[src/rtl/pipelined_if_stage_pkg.sv]
// Shared encodings for the instruction-fetch stage: next-PC select codes,
// fetch FSM states and the default NOP word.
package pipelined_if_stage_pkg;

   localparam logic [1:0] PCSRC_SEQ = 2'b00;
   localparam logic [1:0] PCSRC_BR  = 2'b01;
   localparam logic [1:0] PCSRC_JR  = 2'b10;
   localparam logic [1:0] PCSRC_J   = 2'b11;

   localparam logic [31:0] NOP_INST_DEFAULT = 32'h0000_0000;

   typedef enum logic [1:0] {
      IDLE = 2'b00,
      BUSY = 2'b01,
      HAVE = 2'b10
   } if_state_e;

   function automatic logic [31:0] pc_incr(input logic [31:0] pc);
      return pc + 32'd4;
   endfunction

endpackage

[src/rtl/pipelined_if_stage_if.sv]
// Request/ready handshake between the fetch stage (master) and a
// variable-latency instruction memory (slave).
interface pipelined_if_stage_if;

   logic        req;
   logic [31:0] addr;
   logic        ready;
   logic [31:0] rdata;

   modport master (
      output req,
      output addr,
      input  ready,
      input  rdata
   );

   modport slave (
      input  req,
      input  addr,
      output ready,
      output rdata
   );

endinterface

[src/rtl/pipelined_if_stage_pc_next_mux.sv]
// Combinational 4:1 next-PC selector: pc+4, branch, register-jump or jump target.
module pc_next_mux
   import pipelined_if_stage_pkg::*;
(
   input  logic [1:0]  i_pcsource,
   input  logic [31:0] i_pc_plus4,
   input  logic [31:0] i_bpc,
   input  logic [31:0] i_rpc,
   input  logic [31:0] i_jpc,
   output logic [31:0] o_next_pc
);

   always_comb begin
      o_next_pc = i_pc_plus4;
      unique case (i_pcsource)
         PCSRC_SEQ: o_next_pc = i_pc_plus4;
         PCSRC_BR:  o_next_pc = i_bpc;
         PCSRC_JR:  o_next_pc = i_rpc;
         PCSRC_J:   o_next_pc = i_jpc;
         default:   o_next_pc = i_pc_plus4;
      endcase
   end

endmodule

[src/rtl/pipelined_if_stage.sv]
// Instruction-fetch stage feeding the IF/ID register: PC, imem handshake,
// stall buffer and redirect squash. IF_STALL_CNT_EN adds a saturating stall counter.
module pipelined_if_stage
   import pipelined_if_stage_pkg::*;
#(
   parameter logic [31:0] RESET_PC = 32'h0000_0000,
   parameter logic [31:0] NOP_INST = NOP_INST_DEFAULT
`ifdef IF_STALL_CNT_EN
   ,
   parameter int unsigned PERF_W   = 32
`endif
) (
   input  logic                  Clk,
   input  logic                  Clrn,
   input  logic                  wpcir,
   input  logic [1:0]            pcsource,
   input  logic [31:0]           bpc,
   input  logic [31:0]           rpc,
   input  logic [31:0]           jpc,
   pipelined_if_stage_if.master  imem,
   output logic [31:0]           PC_plus4,
   output logic [31:0]           IF_Inst,
   output logic                  if_valid,
   output logic                  if_stall
`ifdef IF_STALL_CNT_EN
   ,
   output logic [PERF_W-1:0]     stall_cnt
`endif
);

   if_state_e   r_state, w_state_nxt;
   logic [31:0] r_pc, w_pc_nxt;
   logic        r_kill, w_kill_nxt;
   logic [31:0] r_redir_pc, w_redir_pc_nxt;
   logic [31:0] r_inst_buf, w_inst_buf_nxt;

   logic [31:0] w_pc_plus4;
   logic [31:0] w_mux_pc;
   logic        w_fetch_ok;
   logic        w_redirect;
   logic        w_advance;

   assign w_pc_plus4 = pc_incr(r_pc);

   pc_next_mux u_pc_next_mux (
      .i_pcsource (pcsource),
      .i_pc_plus4 (w_pc_plus4),
      .i_bpc      (bpc),
      .i_rpc      (rpc),
      .i_jpc      (jpc),
      .o_next_pc  (w_mux_pc)
   );

   always_comb begin
      w_fetch_ok = (r_state == BUSY) && imem.ready && !r_kill;
      if_valid   = w_fetch_ok || (r_state == HAVE);
      if_stall   = ~if_valid;
      imem.req   = (r_state == BUSY);
      imem.addr  = r_pc;
      PC_plus4   = w_pc_plus4;
      if (r_state == HAVE)  IF_Inst = r_inst_buf;
      else if (w_fetch_ok)  IF_Inst = imem.rdata;
      else                  IF_Inst = NOP_INST;
      w_redirect = wpcir && (pcsource != PCSRC_SEQ);
      w_advance  = wpcir && (pcsource == PCSRC_SEQ) && if_valid;
   end

   always_comb begin
      w_state_nxt    = r_state;
      w_pc_nxt       = r_pc;
      w_kill_nxt     = r_kill;
      w_redir_pc_nxt = r_redir_pc;
      w_inst_buf_nxt = r_inst_buf;
      unique case (r_state)
         IDLE: w_state_nxt = BUSY;
         BUSY: begin
            if (!imem.ready) begin
               // Request must stay stable; remember the redirect for later
               if (w_redirect) begin
                  w_kill_nxt     = 1'b1;
                  w_redir_pc_nxt = w_mux_pc;
               end
            end else if (r_kill) begin
               w_pc_nxt   = w_redirect ? w_mux_pc : r_redir_pc;
               w_kill_nxt = 1'b0;
            end else if (w_redirect || w_advance) begin
               w_pc_nxt = w_mux_pc;
            end else begin
               w_inst_buf_nxt = imem.rdata;
               w_state_nxt    = HAVE;
            end
         end
         HAVE: begin
            if (w_redirect || w_advance) begin
               w_pc_nxt    = w_mux_pc;
               w_state_nxt = BUSY;
            end
         end
         default: w_state_nxt = IDLE;
      endcase
   end

   always_ff @(posedge Clk) begin
      if (!Clrn) begin
         r_state    <= IDLE;
         r_pc       <= RESET_PC;
         r_kill     <= 1'b0;
         r_redir_pc <= RESET_PC;
         r_inst_buf <= NOP_INST;
      end else begin
         r_state    <= w_state_nxt;
         r_pc       <= w_pc_nxt;
         r_kill     <= w_kill_nxt;
         r_redir_pc <= w_redir_pc_nxt;
         r_inst_buf <= w_inst_buf_nxt;
      end
   end

`ifdef IF_STALL_CNT_EN
   logic [PERF_W-1:0] r_stall_cnt;

   always_ff @(posedge Clk) begin
      if (!Clrn) begin
         r_stall_cnt <= '0;
      end else if ((r_state == BUSY) && !if_valid && (r_stall_cnt != '1)) begin
         r_stall_cnt <= r_stall_cnt + 1'b1;
      end
   end

   assign stall_cnt = r_stall_cnt;
`endif

endmodule

[src/flat_wrapper.sv]
// flat-port wrapper written by rule: the top's interface ports become plain ports
module pipelined_if_stage_flat import pipelined_if_stage_pkg::*;
#(
   parameter logic [31:0] RESET_PC = 32'h0000_0000,
   parameter logic [31:0] NOP_INST = NOP_INST_DEFAULT

)
  (Clk, Clrn, wpcir, pcsource, bpc, rpc, jpc, PC_plus4, IF_Inst, if_valid, if_stall, imem_req, imem_addr, imem_ready, imem_rdata);
  pipelined_if_stage_if imem_i ();
  input  logic Clk;
  input  logic Clrn;
  input  logic wpcir;
  input  logic [1:0] pcsource;
  input  logic [31:0] bpc;
  input  logic [31:0] rpc;
  input  logic [31:0] jpc;
  output logic [31:0] PC_plus4;
  output logic [31:0] IF_Inst;
  output logic if_valid;
  output logic if_stall;
  output wire logic [$bits(imem_i.req)-1:0] imem_req;
  output wire logic [$bits(imem_i.addr)-1:0] imem_addr;
  input wire logic [$bits(imem_i.ready)-1:0] imem_ready;
  input wire logic [$bits(imem_i.rdata)-1:0] imem_rdata;
  assign imem_req = imem_i.req;
  assign imem_addr = imem_i.addr;
  assign imem_i.ready = imem_ready;
  assign imem_i.rdata = imem_rdata;
  pipelined_if_stage #(.RESET_PC(RESET_PC), .NOP_INST(NOP_INST)) u_core (.Clk(Clk), .Clrn(Clrn), .wpcir(wpcir), .pcsource(pcsource), .bpc(bpc), .rpc(rpc), .jpc(jpc), .imem(imem_i), .PC_plus4(PC_plus4), .IF_Inst(IF_Inst), .if_valid(if_valid), .if_stall(if_stall));
endmodule
[config.mk]
export PLATFORM = sky130hd
export DESIGN_NAME = pipelined_if_stage_flat
export DESIGN_NICKNAME = d
export VERILOG_FILES = /design/src/rtl/pipelined_if_stage_pkg.sv /design/src/rtl/pipelined_if_stage_if.sv /design/src/rtl/pipelined_if_stage_pc_next_mux.sv /design/src/rtl/pipelined_if_stage.sv /design/src/flat_wrapper.sv
export SDC_FILE = /design/constraint.sdc
export NUM_CORES = 1
export LEC_CHECK = 0
export ABC_AREA = 1
export CORE_MARGIN = 5
export CORE_UTILIZATION = 49
export CTS_CLUSTER_DIAMETER = 60
export DETAILED_ROUTE_END_ITERATION = 12
export HOLD_SLACK_MARGIN = 0.05
export PLACE_DENSITY = 0.83
export SLEW_MARGIN = 10
export SYNTH_ARGS = -nofsm -noshare
export SYNTH_HDL_FRONTEND = slang
export SYNTH_HIERARCHICAL = 1
export SYNTH_SLANG_ARGS = --single-unit
export TNS_END_PERCENT = 100
[constraint.sdc]
create_clock -name Clk -period 3.5 [get_ports Clk]
set_clock_uncertainty 0.15 [all_clocks]
set_input_delay 0.525 -clock Clk [delete_from_list [all_inputs] [get_ports Clk]]
set_output_delay 0.525 -clock Clk [all_outputs]
set_load 0.02 [all_outputs]
Yosys cells after proc, flatten, opt, wreduce, memory -nomap -nowiden
Index checks and enable logic that the tools add are counted.

Register bits: 99. Bits in latches: 0. RAM bits: 0. ROM bits: 0. Bits of input ports: 134. Output and inout bits: 99. Word-level logic and storage cells: 52. Memories: 0.

Add/sub/neg operators: 1. Multiply operators: 0. Divide/modulo/power cells: 0. $lt $le $gt $ge: 0. Equal/unequal tests: 9. Shifts and indexed selects: 0. Multiplexer cells: 15. Bitwise gates (word level): 4. Reductions and logical operators: 18.

Operator list (count): 2-to-1 mux 32 bit (6); one-hot mux 32 bit (4 select lines) (1); one-hot mux 32 bit (2 select lines) (1); adder 32 x 3 -> 32 bit, second input constant (1); 2-to-1 mux 2 bit (4); AND reduction 4 bit (2); == test 2 bit, second input constant (3); inequality test 2 bit, second input constant (3); one-hot mux 2 bit (3 select lines) (1); AND reduction 2 bit (3); nonzero test 2 bit (3); logical AND 1 bit (5); == test 2 x 1 -> 1 bit, second input constant (2); logical NOT 2 bit (2); NOT 1 bit (4); logical OR 1 bit (2); 2-to-1 mux 1 bit (2); inequality test 2 x 1 -> 1 bit, second input constant (1); logical NOT 1 bit (1).

Depth between registers and ports, before layout
Word-level depth: 10. Mapped depth: 17. Gate-level depth less buffers: 17.

By module
Netlist, hierarchy kept.

By module, submodules not included: pipelined_if_stage (times used 1, cells an instance 963, area each 5900.7 µm², sequential area each 1981.9 µm²); pc_next_mux (times used 1, cells an instance 186, area each 1078.5 µm², sequential area each 0.0 µm²).

Worst setup path before layout
OpenSTA, ideal clock, no wires.

Kind: reg2reg. Start point: register u_core.r_pc[2], in the netlist u_core/imem.addr[2]. End point: register u_core.r_pc[22], in the netlist u_core/imem.addr[22]. Setup time: 64 ps. Arrival time: 2390 ps. Required time: 3286 ps. Slack: 895 ps. Cell stages (with the launch flop): 17. Path buffers: 0. Clock period less this slack: 2605 ps. Cell sequence: dfxtp_1 ha_1 nand2_1 nor3_2 nand2_1 nor2_2 nand2_1 nor2_1 xor2_1 nand2_1 nand4_1 inv_1 nand2_1 nand3_1 o21ai_0 o21ai_1 nor2_1.

Longest elaborated chain between the ends: 6. Elaborated cells between the ends (all ways): 7. Classes of those cells: 1 x add/sub; 6 x mux.

RTL lines: start: declaration (RTL line pipelined_if_stage.sv:32) `logic [31:0] r_pc, w_pc_nxt;`; start signal: assignment (RTL line pipelined_if_stage.sv:112) `r_pc <= w_pc_nxt;`; adder 32 x 3 -> 32 bit * (RTL line pipelined_if_stage_pkg.sv:19) `return pc + 32'd4;`; via PC_plus4[22] (RTL line flat_wrapper.sv:17) `output logic [31:0] PC_plus4;`; one-hot mux 32 bit (4 select lines) * (RTL line pipelined_if_stage_pc_next_mux.sv:15) `unique case (i_pcsource)`; via u_core.w_mux_pc[22] (RTL line pipelined_if_stage.sv:38) `logic [31:0] w_mux_pc;`; 2-to-1 mux 32 bit (on tied branches); 2-to-1 mux 32 bit (RTL line pipelined_if_stage.sv:83) `end else if (r_kill) begin`; 2-to-1 mux 32 bit (RTL line pipelined_if_stage.sv:77) `if (!imem.ready) begin`; one-hot mux 32 bit (2 select lines) * (RTL line pipelined_if_stage.sv:74) `unique case (r_state)`.

Mark *: on every way through the listed nets, which the timed path passes. The rest lies on a longest branch. The select of a mux whose other input is x is not followed. A chain may end at the register's enable or synchronous reset.

Worst setup path in the final report
Start point: register u_core.r_pc[2], in the netlist u_core/imem.addr[2]. End point: output port PC_plus4[30].

Longest elaborated chain between the ends: 1.

RTL lines (RTL line): adder 32 x 3 -> 32 bit (pipelined_if_stage_pkg.sv:19); end: declaration (flat_wrapper.sv:17).

Every way passes these cells.

==> impl_metrics.json <==
{
  "power_density_nw_per_um2": 340,
  "p_int_uw": 2140,
  "status": "finished clean",
  "drive_gt1_share_pct": 5.17,
  "hold_end": "u_core/r_inst_buf[17]$_SDFFE_PN0P_",
  "fmax_mhz": 304,
  "p_sw_share_pct": 33.2,
  "rows": 43,
  "final_antenna_net_count": 0,
  "nFillCells": 1286,
  "cp_max_fo": 5,
  "p_comb_share_pct": 32.1,
  "start_kind": "flop",
  "hold_violations": 0,
  "synth-simple-area-share_pct": 37.3,
  "first_global_vias": 7188,
  "gp_congestion": 0.917,
  "synth_warnings": 6,
  "synth_mux_area_share_pct": 0,
  "seqPwrFrac_pct": 39.6,
  "synthAdderAreaFrac_pct": 0.179,
  "r2r_slack_ns": 0.81,
  "die_w_um": 129,
  "diodes": 0,
  "grt_overflow": 0,
  "switching_power_uw": 1060,
  "port_buffers": 232,
  "reg2reg_to": "u_core/imem.addr[22]$_SDFFE_PN0P_",
  "synth-compound-area-share_pct": 15.3,
  "min_path_type": "flop to flop",
  "final_cell_area_sq_um": 9430,
  "synthXorXnorAreaFrac_pct": 3.26,
  "final_max_slew_viol_count": 0,
  "vias": 8019,
  "insertion_delay_ns": 0.34,
  "grtUsageTotal_pct": 26.1,
  "ctsLongestPathBuffers": 2,
  "leakage_uw": 0.00412,
  "fin_setup_tns_ns": 0,
  "yosysSeqAreaShare_pct": 28.4,
  "grt_pass1_wl_um": 35500,
  "ys_types": 33,
  "reg2reg_from": "u_core/imem.addr[2]$_SDFFE_PN0P_",
  "ys_ff_latch": 99,
  "r2r_cells": 16,
  "critPathKind": "flop to primary output",
  "post_cts_resized": 0,
  "setup_violations": 0,
  "clockRootBuffer": "clkbuf_16",
  "ios": 233,
  "dr.pass1.iters": 5,
  "dieArea_sq_um": 16700,
  "drt_iter0_markers": 677,
  "synth_fp_nets": 1284,
  "vdd_drop_max_uv": 188,
  "numCtsBuffers": 9,
  "via_per_inst": 5.29,
  "wire_per_inst_um": 14.9,
  "antenna_found_initial": 0,
  "wl_um": 22600,
  "finalCritPeriodShare_pct": 93.8,
  "core_sq_um": 13900,
  "avgSynthCellArea_sq_um": 6.07,
  "route.detailed.drc": 0,
  "placed_cell_area_sq_um": 9160,
  "cts_tree": "built",
  "end_kind": "primary output",
  "power_frac_clock_pct": 28.3,
  "crit_arrival_ns": 2.61,
  "hpwl_um": 17000,
  "worstHoldPathCells": 4,
  "clock_sinks": 99,
  "postCtsHoldBufs": 0,
  "htree_levels": 3,
  "postSynthCellCount": 1149,
  "path_clk_slew_ns": 0.06,
  "maxCapViolCount": 0,
  "worstPathRequired_ns": 2.82,
  "fin_nets": 1465,
  "die_h_um": 129,
  "min_from": "u_core/r_inst_buf[17]$_SDFFE_PN0P_",
  "syn_area_sq_um": 6980,
  "start_util_pct": 50.1,
  "synth_top_family_by_area": "simple AND/OR/NAND/NOR gates",
  "cts_setup_buffers": 0,
  "slew_headroom_pct": 26.4,
  "layout_min_cycle_time_ns": 3.28,
  "area_growth_pct": 35.1,
  "grt_max_degree": 66,
  "worst_slew_pin_slew_ns": 1.10,
  "rsz0062_at_grt": "no"
}
-- cells in the final DEF, fill, tap and decap left out, types with 13 or more instances in the layout --
cell             synthesis  layout
nand3_1                129     129
xor2_1                  13      13
clkdlybuf4s50_1          0     228
o21a_1                  31      31
inv_1                  150     150
nand4_1                 40      40
buf_4                   20      15
xnor2_1                 13      13
a21oi_1                 37      37
nand2_1                240     239
o21ai_0                 66      66
dfxtp_1                 99      99
o21ai_1                 62      62
nor2_1                 141     140
-- logic make-up after synthesis --
group / count (synthesis)
AO/OA/AOI/OAI: 197
XOR/XNOR: 26
adder cells (fa/ha/maj): 1
buffers and inverters: 238
flip-flops: 99
AND/OR/NAND/NOR: 588
-- final cells by class --
class | instances | area, sq um | share of cell area, %
clock buffers | 9 | 225 | 2.39
clock inverters | 7 | 42.5 | 0.451
inverters | 161 | 604 | 6.41
multi-input cells | 812 | 3930 | 41.7
flip-flops and latches | 99 | 1980 | 21.0
well taps | 180 | 225 | 2.39
repair buffers | 247 | 2420 | 25.7
-- synthesized netlist by cell type (all sizes together) --
library cell / instances / area share (%)
a21oi: 37 / 2.7
and3: 1 / 0.090
buf: 50 / 5.4
clkbuf: 27 / 1.5
clkinv: 1 / 0.054
dfxtp: 99 / 28
ha: 1 / 0.18
inv: 160 / 8.6
nand2: 243 / 13
nand3: 140 / 11
nand3b: 3 / 0.32
nand4: 40 / 3.6
nor2: 147 / 8.2
nor3: 11 / 0.86
nor4: 2 / 0.18
o21a: 31 / 3.3
o21ai: 129 / 9.3
or2: 1 / 0.090
xnor2: 13 / 1.6
xor2: 13 / 1.6
-- state kept, by name, indices dropped and copies added (netlist names) --
name and flops:
u_core/r_inst_buf 32, u_core/imem.addr 32, u_core/r_state 2, u_core/r_redir_pc 32, u_core/r_kill 1
-- per-layer routing --
layer / track usage (%) / share of wire [%] / vias up
li1: - / - / 4040
met1: 35.5 / 43 / 3632
met2: 42.2 / 46 / 320
met3: 5.81 / 9.9 / 27
met4: 6.86 / 1.4 / 0
met5: 0 / 0 / -
-- worst max-delay path by stage --
stage / cells after the start / end / slack [ns] / start
final: 8 / PC_plus4[30] / 0.22 / u_core/imem.addr[2]$_SDFFE_PN0P_
after global routing: 7 / PC_plus4[30] / 0.02 / u_core/imem.addr[8]$_SDFFE_PN0P_
after CTS: 8 / PC_plus4[30] / 0.11 / u_core/imem.addr[2]$_SDFFE_PN0P_
after detailed placement: 7 / IF_Inst[16] / 0.44 / imem_ready
after global placement: 7 / IF_Inst[2] / 0.51 / imem_ready
after floorplan: 16 / u_core/imem.addr[22]$_SDFFE_PN0P_ / 0.90 / u_core/imem.addr[2]$_SDFFE_PN0P_
-- metrics by stage --
step           std cells  util, %  power (uW)  setup WS (ns)  hold WS, ns
2_1_floorplan       1149        -        1890          0.895        0.339
3_3_place_gp        1499     65.7        2290          0.510        0.353
3_5_place_dp        1499     65.7        2310          0.441        0.361
4_1_cts             1515     67.6        3230          0.107        0.375
5_1_grt             1515     67.7        3390         0.0191        0.407
6_report            1515     67.7        3210          0.215        0.374
-- critical path, cell delays in order (launching register included) --
cell and delay [ns]:
dfxtp_1 0.39, ha_1 0.22, nand2_1 0.11, nor2_2 0.23, nand3_1 0.15, inv_1 0.09
nand4_1 0.09, xnor2_1 0.31, clkdlybuf4s50_1 0.68
-- power groups by stage --
stage	registers, uW	clock network, uW	logic (uW)
floorplan	1310	0	580
global placement	1290	0	1000
detailed placement	1290	0	1020
CTS	1270	936	1030
global route	1280	980	1130
finish	1270	907	1030
Power figures use the tool's default switching activity.
